## src/rtl/fft_core_arbiter.sv

```systemverilog
// fft_core_arbiter
// Shares one forward/inverse FFT core between two requesters. Port 0 issues
// forward transforms and port 1 issues inverse transforms. Each granted frame
// runs CFG -> LOAD -> UNLOAD, and only one frame is in flight at a time.
// The input and output beat paths are zero-latency muxes steered by the
// registered one-hot grant.

module fft_core_arbiter #(
    parameter int FFT_POINTS = 16,
    parameter int DATA_WIDTH = 24,
    parameter int OUT_WIDTH  = 64
) (
    input  logic                           clk,
    input  logic                           reset,

    // Requester arbitration
    input  logic [1:0]                     req,
    output logic [1:0]                     grant,

    // Requester input streams (lower half real, upper half imag)
    input  logic [1:0][2*DATA_WIDTH-1:0]   s_tdata,
    input  logic [1:0]                     s_tvalid,
    input  logic [1:0]                     s_tlast,
    output logic [1:0]                     s_tready,

    // Requester result streams (data broadcast, handshakes per requester)
    output logic [OUT_WIDTH-1:0]           m_tdata,
    output logic [1:0]                     m_tvalid,
    output logic [1:0]                     m_tlast,
    input  logic [1:0]                     m_tready,

    // FFT core configuration channel
    output logic [7:0]                     core_cfg_tdata,
    output logic                           core_cfg_tvalid,
    input  logic                           core_cfg_tready,

    // FFT core input channel
    output logic [2*DATA_WIDTH-1:0]        core_s_tdata,
    output logic                           core_s_tvalid,
    output logic                           core_s_tlast,
    input  logic                           core_s_tready,

    // FFT core output channel
    input  logic [OUT_WIDTH-1:0]           core_m_tdata,
    input  logic                           core_m_tvalid,
    input  logic                           core_m_tlast,
    output logic                           core_m_tready,

    // Status
    output logic                           busy,
    output logic                           err_tlast
);

    // ------------------------------------------------------------------
    // Local constants
    // ------------------------------------------------------------------
    localparam int              CNT_W    = $clog2(FFT_POINTS);
    localparam logic [CNT_W-1:0] LAST_IDX = CNT_W'(FFT_POINTS - 1);

    localparam logic [1:0] ST_IDLE   = 2'd0;
    localparam logic [1:0] ST_CFG    = 2'd1;
    localparam logic [1:0] ST_LOAD   = 2'd2;
    localparam logic [1:0] ST_UNLOAD = 2'd3;

    // ------------------------------------------------------------------
    // State
    // ------------------------------------------------------------------
    logic [1:0]       state;
    logic             last_served;   // index of the requester served last
    logic [CNT_W-1:0] in_cnt;        // beats accepted into the core this frame
    logic [CNT_W:0]   out_cnt;       // beats returned this frame (debug only)

    // Selected requester index; grant is one-hot, so bit 1 names the port.
    logic sel;
    assign sel = grant[1];

    // Handshake qualifiers
    logic cfg_fire;
    logic in_fire;
    logic out_fire;
    logic in_last_beat;

    assign cfg_fire     = core_cfg_tvalid & core_cfg_tready;
    assign in_fire      = core_s_tvalid & core_s_tready;
    assign out_fire     = core_m_tvalid & core_m_tready;
    assign in_last_beat = (in_cnt == LAST_IDX);

    // Grant winner; on a tie, favour the requester not served last.
    logic [1:0] arb_grant;

    // Round-robin arbitration between the two requesters.
    // NOTE: every always_comb output gets a default first so that no path
    // leaves it unassigned, which would otherwise infer a latch.
    always_comb begin
        arb_grant = 2'b00;
        case (req)
            2'b01:   arb_grant = 2'b01;
            2'b10:   arb_grant = 2'b10;
            2'b11:   arb_grant = last_served ? 2'b01 : 2'b10;
            default: arb_grant = 2'b00;
        endcase
    end

    // ------------------------------------------------------------------
    // Combinational datapath muxes
    // ------------------------------------------------------------------

    // Input path: only the granted requester sees core_s_tready during LOAD.
    always_comb begin
        s_tready      = 2'b00;
        core_s_tvalid = 1'b0;
        core_s_tlast  = 1'b0;
        core_s_tdata  = s_tdata[sel];
        if (state == ST_LOAD) begin
            core_s_tvalid = s_tvalid[sel];
            s_tready[sel] = core_s_tready;
            // tlast is generated locally so the core always sees a fixed-length frame
            core_s_tlast  = in_last_beat;
        end
    end

    // Output path: results are routed to the granted requester only during UNLOAD.
    always_comb begin
        m_tvalid      = 2'b00;
        m_tlast       = 2'b00;
        core_m_tready = 1'b0;
        if (state == ST_UNLOAD) begin
            m_tvalid[sel] = core_m_tvalid;
            m_tlast[sel]  = core_m_tlast;
            core_m_tready = m_tready[sel];
        end
    end

    assign m_tdata        = core_m_tdata;
    assign core_cfg_tdata = {7'b0000000, grant[0]};
    assign busy           = (state != ST_IDLE);

    // ------------------------------------------------------------------
    // Sequential control
    // ------------------------------------------------------------------

    // Frame sequencer: arbitration, config handshake and frame termination.
    // NOTE: sequential state uses non-blocking assignments so every register
    // samples the pre-edge values regardless of statement order.
    always_ff @(posedge clk) begin
        if (reset) begin
            state           <= ST_IDLE;
            grant           <= 2'b00;
            last_served     <= 1'b1;
            core_cfg_tvalid <= 1'b0;
        end else begin
            case (state)
                ST_IDLE: begin
                    if (req != 2'b00) begin
                        grant           <= arb_grant;
                        core_cfg_tvalid <= 1'b1;
                        state           <= ST_CFG;
                    end
                end
                ST_CFG: begin
                    if (cfg_fire) begin
                        core_cfg_tvalid <= 1'b0;
                        state           <= ST_LOAD;
                    end
                end
                ST_LOAD: begin
                    if (in_fire && in_last_beat) begin
                        state <= ST_UNLOAD;
                    end
                end
                ST_UNLOAD: begin
                    // The core's tlast alone ends the frame.
                    if (out_fire && core_m_tlast) begin
                        state       <= ST_IDLE;
                        grant       <= 2'b00;
                        last_served <= sel;
                    end
                end
                default: begin
                    state <= ST_IDLE;
                end
            endcase
        end
    end

    // Input beat counter, which sets the fixed frame length towards the core.
    always_ff @(posedge clk) begin
        if (reset) begin
            in_cnt <= '0;
        end else if (state == ST_LOAD && in_fire) begin
            if (in_last_beat) begin
                in_cnt <= '0;
            end else begin
                in_cnt <= in_cnt + 1'b1;
            end
        end
    end

    // Output beat counter, kept for debug visibility only.
    always_ff @(posedge clk) begin
        if (reset) begin
            out_cnt <= '0;
        end else if (state == ST_UNLOAD && out_fire) begin
            if (core_m_tlast) begin
                out_cnt <= '0;
            end else begin
                out_cnt <= out_cnt + 1'b1;
            end
        end
    end

    // One-cycle pulse when the requester's tlast disagrees with the fixed frame length.
    always_ff @(posedge clk) begin
        if (reset) begin
            err_tlast <= 1'b0;
        end else begin
            err_tlast <= (state == ST_LOAD) && in_fire && (s_tlast[sel] != in_last_beat);
        end
    end

endmodule

```

## config.mk

```make
export PLATFORM = sky130hd
export DESIGN_NAME = fft_core_arbiter
export DESIGN_NICKNAME = d
export VERILOG_FILES = /design/src/rtl/fft_core_arbiter.sv
export SDC_FILE = /design/constraint.sdc
export NUM_CORES = 1
export LEC_CHECK = 0
export BUFFER_PORTS_ARGS = -buffer_cell sky130_fd_sc_hd__buf_4
export CORE_AREA = 2 2 121 123
export CTS_BUF_LIST = sky130_fd_sc_hd__clkbuf_4 sky130_fd_sc_hd__clkbuf_8 sky130_fd_sc_hd__clkbuf_16
export CTS_CLUSTER_DIAMETER = 30
export DETAILED_ROUTE_END_ITERATION = 8
export DIE_AREA = 0 0 123 125
export GPL_TIMING_DRIVEN = 0
export PLACE_DENSITY = 0.47
export SYNTH_ARGS = -nofsm -noshare
export SYNTH_HDL_FRONTEND = slang
export SYNTH_SLANG_ARGS = --single-unit
```

## constraint.sdc

```tcl
create_clock -name clk -period 4.1 [get_ports clk]
set_input_delay 0.82 -clock clk [delete_from_list [all_inputs] [get_ports clk]]
set_output_delay 0.82 -clock clk [all_outputs]
set_load 0.03 [all_outputs]
```

# Word level (Yosys, flattened, before mapping)
# Cells that the tools add are included.
# W data, S select, Z words.
# op_classes
n_addsub,1
n_lt_le_gt_ge,2
eq_ne,12
n_mux,29
bitwise_logic,6
n_reduce_logical,14
# ops
operator,count
$mux W48,2
$mux W2,9
$mux W1,12
$eq A2 B2 Y1 const B,4
$pmux W2 S4,1
$reduce_bool A2 Y1,4
$and A2 B2 Y2,3
$pmux W2 S3,1
$reduce_and A3 Y1,2
$logic_and A1 B1 Y1,5
$add A4 B1 Y4 const B,1
$eq A2 B1 Y1 const B,2
$eq A4 B4 Y1 const B,1
$mux W4,1
$ne A2 B1 Y1 const B,2
$ne A2 B2 Y1 const B,2
$pmux W2 S2,1
$reduce_and A4 Y1,1
$and A1 B1 Y1,3
$logic_not A2 Y1,1
$lt A1 B2 Y1 const B,1
$pmux W1 S2,1
$reduce_and A2 Y1,1
$demux W1 S1,1
2 further kinds,2
# totals
regBits,11
inputBits,174
out_inout_bits,134
elab_cells,70

# Logic depth before layout (Yosys ltp)
# Gate-level depths: netlist (run 1).
# depth
word_depth,7
depth_mapped,6

# Least setup slack after synthesis (run 1)
# Ideal clock, no wire load.
# synth_path
path_type,reg2out
startpoint,register grant[1]
endpoint,output port core_s_tdata[45]
arrival_ns,1.591
setup_slack_ns,1.689
stages_incl_launch_ff,5
path_buffers,3
cell_sequence,dfxtp_1 > buf_4 > buf_2 > clkbuf_1 > mux2_2
# synth_between
elab_chain_len,2
# synth_rtl
item,line_no,text
"start, declared",18,"output logic [1:0] grant,"
"start signal, assigned",155,grant <= arb_grant;
$mux W48 (not written as such) (2 in series),113,core_s_tdata = s_tdata[sel];
"end, declared",38,"output logic [2*DATA_WIDTH-1:0] core_s_tdata,"
# No other way between the ends. The select of a mux whose other input is x is not followed.

# Worst setup path in the final report (run 1)
# Ends and elaborated chain as after synthesis.

==> results.md, run 1 <==
- WL/cell: 13.8 um
- Overall via count from detail_route: 2290
- Kind of critical path: flop to output pin
- Highest ir drop seen on vdd: 0.000247 V
- Library cells used by synthesis: 32
- H-Tree Depth: 1
- Port buffer count: 236
- Power density over the cells: 352 mW/mm2
- Hold slack final: 487 ps
- Max_slew headroom: 63.6%
- Final Net Count: 641
- Clock latency reported for the late side of the worst-skew pair: 240 ps
- Overall die height: 125 um
- Number of DRC violations after detailed routing: 0
- Setup tns final: 0 ps
- Top fanout value on the critical path: 10
- Total setup buffers inserted after CTS: 0
- Area overhead of the layout relative to synthesis: 112%
- Hold-fix buffer count after cts: 0
- Avg Vias per Cell: 3.56
- Syn Inst Count: 214
- Cells traversed along the worst timing path: buf_4 -> buf_2 -> clkbuf_1 -> mux2_2 -> buf_4
- Proportion of register bits with asynchronous set or reset after synthesis: 0%
- Startpoint types: flop
- Dpl hpwl: 7.99 mm
- RSZ-0062 raised after global routing: no
- First DRT Iteration DRCs: 38
- Slew @ Worst Pin: 546 ps
- Worst-case clock skew: 4.69 ps
- CTS tree: built
- Required @ worst endpoint: 3280 ps
- Number of placed I/O pins: 308
- Count of flip-flops with a built-in enable after synthesis: 0
- Worst setup slack before clock tree synthesis: 1440 ps
- Clock net sink count: 11
- FMAX: 349 MHz
- Initial antenna violation count: 0
- Post-cts gate resize count: 0
- Number of antenna diodes: 0
- Maximum number of pins on one net before global-route repair: 11
- Mean area per synthesized cell: 8.75 um2
- Predominant post-synthesis flop cell: dfxtp_1
- Fin util: 28.0%
- Number of setup violations in the final report: 0
- Critical Path End Type: output pin
- Reg clk slew, reported paths: 40 ps
- Wire length of the first global-routing pass: 12.2 mm
- CP peak stage delay: 470 ps
- Most repeated library cell on the critical path: buf_4
- Total overflow reported by the global router: 0
- Synthesized cell area: 0.00187 mm2
- Total leakage power: 2.09 nW
- Worst path setup slack after routing: 1230 ps
- Number of warnings reported in the yosys synthesis log: 0
- Count of antenna-violating nets left after detailed routing: 0
- Initial standard-cell utilization of the core: 13.2%
- Final weighted congestion in routability-driven placement: 0.753
- Via count of the first global-routing pass: 2211
- Buffer cell driving the clock tree root: clkbuf_16
- Clock Path Buffers: 2
- Std-Cell Rows: 44
- Post-route non-filler standard cell count: 644
- Final Cycle Share: 69.9%
- GRT Util Overall: 10.3%
- Post-detailed-routing wire length: 8.90 mm
- Slowest stage cell, crit path: clkbuf_1
- Hold Path Class: flop to flop
- Final Hold Violating Endpoints: 0
- Share of post-route cells with drive strength above 1: 80.0%
- Die Wd: 123 um
- Clock buffers created by TritonCTS: 3
- Post-layout min period: 2870 ps
- Core Box Area: 0.0142 mm2
- Final Max Tran Viols: 0
- Arrival time at the worst endpoint: 2050 ps
- Number of search-and-repair iterations in the first detailed-routing pass: 4
- DP Cell Count: 640
- Max-cap violations: 0
- Part of the Yosys area used for sequential elements: 11.8%
- Die footprint: 0.0154 mm2
- Total of flip-flops plus latches after synthesis: 11
- Run status: completed
-- final timing paths --
| kind | start | end | slack (ps) | depth (start not counted) |
|---|---|---|---|---|
| setup reg to reg | state[0] | state[1] | 2330 | 6 |
| hold / removal | in_cnt[3] | in_cnt[3] | 490 | 2 |
| hold reg to reg | in_cnt[3] | in_cnt[3] | 490 | 2 |
| setup / recovery | grant[1] | core_s_tdata[45] | 1230 | 5 |
-- through the flow --
step / total power [mW] / cell area [um2]
4_1_cts: 1.42 / 3980
5_1_grt: 1.49 / 3980
2_1_floorplan: 0.857 / 1900
3_3_place_gp: 1.22 / 3900
6_report: 1.40 / 3980
3_5_place_dp: 1.23 / 3900
-- worst max-delay path, delay by kind of cell, from the launching register on --
family                 cells  cell delay (ps)
buffers and inverters      4             1080
DFF                        1              330
muxes                      1              400
-- registers in the layout, summed over array words and instances (netlist names) --
| name | flops |
|---|---|
| in_cnt | 4 |
| grant | 2 |
| state | 2 |
| core_cfg_tvalid | 1 |
| err_tlast | 1 |
| last_served | 1 |
-- cells in the final DEF, fill, tap and decap left out, types with 3 or more instances in the layout --
cell type,Yosys,layout
clkbuf_16,0,3
buf_4,73,309
mux2_2,49,49
dfxtp_1,11,11
mux2i_1,7,7
buf_2,3,3
inv_1,6,6
a21oi_1,5,5
nand2_1,5,5
conb_1,1,7
nand4_1,3,3
and3_1,4,4
clkbuf_1,6,6
ha_1,6,6
nor2_1,9,9
nand2b_1,4,4
-- layer usage --
layer  wire [um]  global-route usage, %  share of wire, %  up-vias
met4          71                   2.01              0.80        0
met5           0                      0                 0        -
li1            -                      -                 -     1143
met2        4860                   20.3                55      132
met1        3190                   11.5                36     1011
met3         784                   1.32               8.8        4
-- cell families (layout without fill, tap and decap cells) --
group	count (synthesis)	after routing	share of synthesized area (%)
and+or+nand+nor	34	34	9.62
other	1	7	0.200
xor gates and xnor gates	2	2	0.935
DFF	11	11	11.8
AOI/OAI and AO/OA	16	16	7.82
muxes	56	56	33.2
buffers and inverters	88	328	32.5
adders and majority gates	6	6	4.01
-- power breakdown --
group          switching [mW]  internal, mW  total (mW)  leakage (nW)
registers              0.0227         0.131       0.154        0.0898
clock network          0.0483         0.137       0.186        0.0416
logic                   0.575         0.487        1.06          1.96
-- cell type report --
class / count / area [um2]
clock buffer: 4 / 82.6
fill: 1560 / 10200
buffer: 82 / 586
timing repair buffer: 236 / 1770
multi-input combinational: 121 / 1070
sequential: 11 / 220
inverter: 6 / 22.5
tap: 184 / 230
-- cells in the mapped netlist, types with 2 or more instances --
master     n  area share [%]
a21oi_1    5             1.3
and2_1     2            0.67
and3_1     4             1.3
buf_2      3            0.80
buf_4     73              29
clkbuf_1   6             1.2
dfxtp_1   11              12
ha_1       6             4.0
inv_1      6             1.2
mux2_2    49              29
mux2i_1    7             3.7
nand2_1    5             1.0
nand2b_1   4             1.3
nand4_1    3             1.0
nor2_1     9             1.8
o21ai_0    2            0.53
o21bai_1   2            0.80
or3_1      2            0.67
xor2_1     2            0.94
Note: power is estimated with default switching activity, not from simulation.
==> run 2, diff against run 1 <==
--- a/config.mk
+++ b/config.mk
@@ -6,13 +6,13 @@
 export NUM_CORES = 1
 export LEC_CHECK = 0
 export BUFFER_PORTS_ARGS = -buffer_cell sky130_fd_sc_hd__buf_4
-export CORE_AREA = 2 2 121 123
+export CORE_AREA = 2 2 118 120
 export CTS_BUF_LIST = sky130_fd_sc_hd__clkbuf_4 sky130_fd_sc_hd__clkbuf_8 sky130_fd_sc_hd__clkbuf_16
 export CTS_CLUSTER_DIAMETER = 30
 export DETAILED_ROUTE_END_ITERATION = 8
-export DIE_AREA = 0 0 123 125
+export DIE_AREA = 0 0 120 122
 export GPL_TIMING_DRIVEN = 0
-export PLACE_DENSITY = 0.47
+export PLACE_DENSITY = 0.48
 export SYNTH_ARGS = -nofsm -noshare
 export SYNTH_HDL_FRONTEND = slang
 export SYNTH_SLANG_ARGS = --single-unit
==> constraint.sdc (replaced) <==
create_clock -name clk -period 3 [get_ports clk]
set_input_delay 0.6 -clock clk [delete_from_list [all_inputs] [get_ports clk]]
set_output_delay 0.6 -clock clk [all_outputs]
set_load 0.03 [all_outputs]
==> results.md, run 2 (synthesis results as in run 1) <==
- Run status: completed
- Maximum number of pins on one net before global-route repair: 11
- Most used cells in the layout excluding fill and tap cells: 309 x buf_4, 49 x mux2_2, 11 x dfxtp_1, 9 x nor2_1
- Final weighted congestion in routability-driven placement: 0.773
- GRT Util Overall: 10.2%
- Comb power frac: 76.0%
- Met3 Track Usage GR: 1.87%
- Dpl hpwl: 7.96 mm
- Number of setup violations in the final report: 0
- Clock net sink count: 11
- Most frequent standard cell in the layout excluding fill and tap cells: buf_4
- Initial antenna violation count: 0
- Clock buffers created by TritonCTS: 3
- Area overhead of the layout relative to synthesis: 112%
- Critical Path End Type: output pin
- Post-layout min period: 2610 ps
- Final Hold Violating Endpoints: 0
- Final Cycle Share: 87.1%
- Setup tns final: 0 ps
- Internal power: 1.03 mW
- Wire length of the first global-routing pass: 11.8 mm
- FMAX: 383 MHz
- Clock Path Buffers: 2
- Total leakage power: 2.09 nW
- Most repeated library cell on the critical path: buf_4
- Hold-fix buffer count after cts: 0
- Post-route cell area: 0.00398 mm2
- Post-cts gate resize count: 0
- Share of post-route cells with drive strength above 1: 80.0%
- Final Max Tran Viols: 0
- Die Wd: 120 um
- Design Power: 1.92 mW
- Largest registers: in_cnt: 4 flops, grant: 2 flops, state: 2 flops
- Arrival time at the worst endpoint: 2010 ps
- Switching power summed over all nets: 0.887 mW
- Power density over the cells: 483 mW/mm2
- WL/cell: 13.7 um
- Total setup buffers inserted after CTS: 0
- Reg clk slew, reported paths: 40 ps
- H-Tree Depth: 1
- Count of antenna-violating nets left after detailed routing: 0
- Overall via count from detail_route: 2298
- Cells traversed along the worst timing path: buf_4 -> buf_2 -> clkbuf_1 -> mux2_2 -> buf_4
- Biggest register: in_cnt
- Slowest stage cell, crit path: clkbuf_1
- Number of antenna diodes: 0
- Worst-case clock skew: 2.48 ps
- Hold slack final: 489 ps
- Overall die height: 122 um
- Layer carrying the most global-route usage: met2
- Avg Vias per Cell: 3.59
- First DRT Iteration DRCs: 52
- CTS tree: built
- Top fanout value on the critical path: 10
- Hold Path Class: flop to flop
- Max_slew headroom: 64.1%
- Std-Cell Rows: 43
- Worst path setup slack after routing: 386 ps
- Total overflow reported by the global router: 0
- Post-detailed-routing wire length: 8.79 mm
- Switching power as a share of total power: 46.2%
- Worst setup slack before clock tree synthesis: 574 ps
- Slew @ Worst Pin: 538 ps
- Highest ir drop seen on vdd: 0.000398 V
- Via count of the first global-routing pass: 2088
- Global Route met1 Usage: 12.3%
- CP peak stage delay: 440 ps
- Number of DRC violations after detailed routing: 0
- Sequential share of power: 10.9%
- Port buffer count: 236
- Clock latency reported for the late side of the worst-skew pair: 240 ps
- Die footprint: 0.0146 mm2
- Required @ worst endpoint: 2400 ps
- Buffer cell driving the clock tree root: clkbuf_16
- Kind of critical path: flop to output pin
- Final Net Count: 641
- Met2 routing resource usage after global routing: 19.7%
- Core Box Area: 0.0135 mm2
- Startpoint types: flop
- Clock network fraction of design power: 13.1%
- Initial standard-cell utilization of the core: 13.9%
- Placed cell areas: 0.00389 mm2
- Max-cap violations: 0
- Number of search-and-repair iterations in the first detailed-routing pass: 2
- Flip-flop count of the largest register after layout: 4
- Reg-to-reg slack, setup: 1200 ps
- RSZ-0062 raised after global routing: no
- Number of placed I/O pins: 308
[run 2: cell counts in the layout (fill, tap and decap cells not counted)]
No cell type changed its count.
[run 2: worst max-delay path, delay by kind of cell (launching register included)]
family | cells | cell delay, ps
buffers and inverters | 4 | 1040
muxes | 1 | 400
DFF | 1 | 320
[run 2: through the flow]
stage | std cells | util, %
2_1_floorplan | 220 | -
3_3_place_gp | 636 | 28.8
3_5_place_dp | 636 | 28.8
4_1_cts | 640 | 29.4
5_1_grt | 640 | 29.4
6_report | 640 | 29.4
[run 2: cell type report]
type,count,area [um2]
tap,180,225
sequential,11,220
fill,1474,9530
buffer,82,586
clock buffer,4,82.6
inverter,6,22.5
multi-input combinational,121,1070
timing repair buffer,236,1770
[run 2: routing by layer]
layer,wire length (um),part of all wire [%],vias up
met4,0,0,0
li1,-,-,1141
met3,656,7.5,0
met1,3260,37,1045
met5,0,0,-
met2,4870,55,112
[run 2: power by group through the flow]
stage | clock, mW | sequential [mW] | combinational, mW
final | 0.252 | 0.209 | 1.46
after CTS | 0.260 | 0.210 | 1.48
after detailed placement | 0 | 0.212 | 1.47
after global placement | 0 | 0.211 | 1.46
after floorplan | 0 | 0.233 | 0.938
after global routing | 0.266 | 0.215 | 1.55
[run 2: path summary, 6_finish.rpt]
kind	from	to	depth (start not counted)
worst max-delay path	grant[1]	core_s_tdata[45]	5
worst min-delay path	in_cnt[3]	in_cnt[3]	2
worst max register to register	state[0]	in_cnt[3]	6
worst min register to register	in_cnt[3]	in_cnt[3]	2
==> run 3, diff against run 2 <==
--- a/config.mk
+++ b/config.mk
@@ -13,6 +13,7 @@
 export DIE_AREA = 0 0 120 122
 export GPL_TIMING_DRIVEN = 0
 export PLACE_DENSITY = 0.48
+export RECOVER_POWER = 100
 export SYNTH_ARGS = -nofsm -noshare
 export SYNTH_HDL_FRONTEND = slang
 export SYNTH_SLANG_ARGS = --single-unit
==> results.md, run 3 (synthesis results as in run 1) <==
- Kind of critical path: flop to output pin
- Count of antenna-violating nets left after detailed routing: 0
- Number of antenna diodes: 0
- Core Box Area: 0.0135 mm2
- WL/cell: 13.8 um
- Overall via count from detail_route: 2304
- Largest registers: in_cnt: 4 flops, grant: 2 flops, state: 2 flops
- Dpl hpwl: 7.96 mm
- Required @ worst endpoint: 2400 ps
- Die Wd: 120 um
- Total overflow reported by the global router: 0
- Clock buffers created by TritonCTS: 3
- Run status: completed
- Final Hold Violating Endpoints: 0
- Startpoint types: flop
- Number of inserted filler cells in the final layout: 1599
- Max_slew headroom: 36.7%
- Final Net Count: 641
- First DRT Iteration DRCs: 53
- Reg clk slew, reported paths: 40 ps
- Area overhead of the layout relative to synthesis: 87.3%
- Biggest register: in_cnt
- Initial antenna violation count: 0
- Share of post-route cells with drive strength above 1: 55.9%
- Highest ir drop seen on vdd: 0.000370 V
- Most used cells in the layout excluding fill and tap cells: 191 x buf_4, 110 x clkbuf_1, 45 x mux2_2, 16 x clkbuf_2, 11 x dfxtp_1
- Wire length of the first global-routing pass: 11.8 mm
- Fin util: 26.0%
- Clock net sink count: 11
- Total setup buffers inserted after CTS: 0
- Post-layout min period: 2700 ps
- Number of placed I/O pins: 308
- Avg Vias per Cell: 3.60
- Die footprint: 0.0146 mm2
- Worst-case clock skew: 2.69 ps
- Hold-fix buffer count after cts: 0
- Hold Path Class: flop to flop
- Most frequent standard cell in the layout excluding fill and tap cells: buf_4
- GRT Util Overall: 10.2%
- Post-cts gate resize count: 0
- Post-detailed-routing wire length: 8.83 mm
- Arrival time at the worst endpoint: 2100 ps
- Max-cap violations: 0
- Buffer cell driving the clock tree root: clkbuf_16
- Number of DRC violations after detailed routing: 0
- Maximum number of pins on one net before global-route repair: 11
- Final Max Tran Viols: 0
- Top fanout value on the critical path: 10
- Std-Cell Rows: 43
- Port buffer count: 236
- Flip-flop count of the largest register after layout: 4
- RSZ-0062 raised after global routing: no
- FMAX: 371 MHz
- Slew @ Worst Pin: 925 ps
- CTS tree: built
- Clock latency reported for the late side of the worst-skew pair: 240 ps
- Via count of the first global-routing pass: 2088
- Number of search-and-repair iterations in the first detailed-routing pass: 4
- Critical Path End Type: output pin
- Number of setup violations in the final report: 0
- Total leakage power: 1.69 nW
- Setup tns final: 0 ps
- H-Tree Depth: 1
- Final weighted congestion in routability-driven placement: 0.773
- Overall die height: 122 um
- Initial standard-cell utilization of the core: 13.9%
- Final Cycle Share: 89.9%
- Power density over the cells: 490 mW/mm2
- Clock Path Buffers: 2
==> run 3: changes by cell type in the layout (fill, tap and decap cells not counted), moves of 2 or more <==
cell	change
and2_0	+2
and2_1	-2
buf_2	-2
buf_4	-118
clkbuf_1	+104
clkbuf_2	+16
mux2_1	+4
mux2_2	-4
==> run 3: metal layers <==
layer  up-vias  track usage [%]  wire length [um]
met3         0             1.87               677
met5         -                0                 0
met1      1050             12.3              3330
met2       112             19.7              4810
met4         0            0.294                 0
li1       1142                -                 -
==> run 3: worst paths after layout <==
| kind | depth (start not counted) | slack [ps] | start | to |
|---|---|---|---|---|
| worst max-delay path | 5 | 300 | grant[1] | core_s_tdata[36] |
| worst min-delay path | 2 | 490 | in_cnt[3] | in_cnt[3] |
| worst max register to register | 6 | 840 | state[0] | grant[1] |
| worst min register to register | 2 | 490 | in_cnt[3] | in_cnt[3] |
==> run 3: layout make-up <==
cell class / instances / area (um2) / area share, %
Timing Repair Buffer: 236 / 1350 / 38.4
Clock buffer: 4 / 82.6 / 2.35
Inverter: 6 / 22.5 / 0.642
Sequential cell: 11 / 220 / 6.28
Multi-Input combinational cell: 121 / 1030 / 29.2
Buffer: 82 / 583 / 16.6
Tap cell: 180 / 225 / 6.42
==> run 3: worst max-delay path: stages, from the launching register on <==
cell	delay, ps
dfxtp_1	320
buf_4	170
buf_2	270
clkbuf_1	470
mux2_2	400
clkbuf_1	220
==> run 3: power by group <==
part | total (mW) | internal (mW) | leakage, nW | switching (mW)
sequential | 0.208 | 0.179 | 0.0898 | 0.0287
combinational | 1.26 | 0.491 | 1.56 | 0.769
clock | 0.252 | 0.187 | 0.0416 | 0.0643
==> run 3: through the flow <==
step	instances	worst slack (ps)	total power [mW]	cell area (um2)	hold slack, ps
floorplan	220	809	1.17	1900	454
global placement	636	565	1.68	3890	467
detailed placement	636	574	1.68	3890	490
CTS	640	324	1.95	3980	497
global route	640	185	1.83	3510	526
finish	640	304	1.72	3510	490
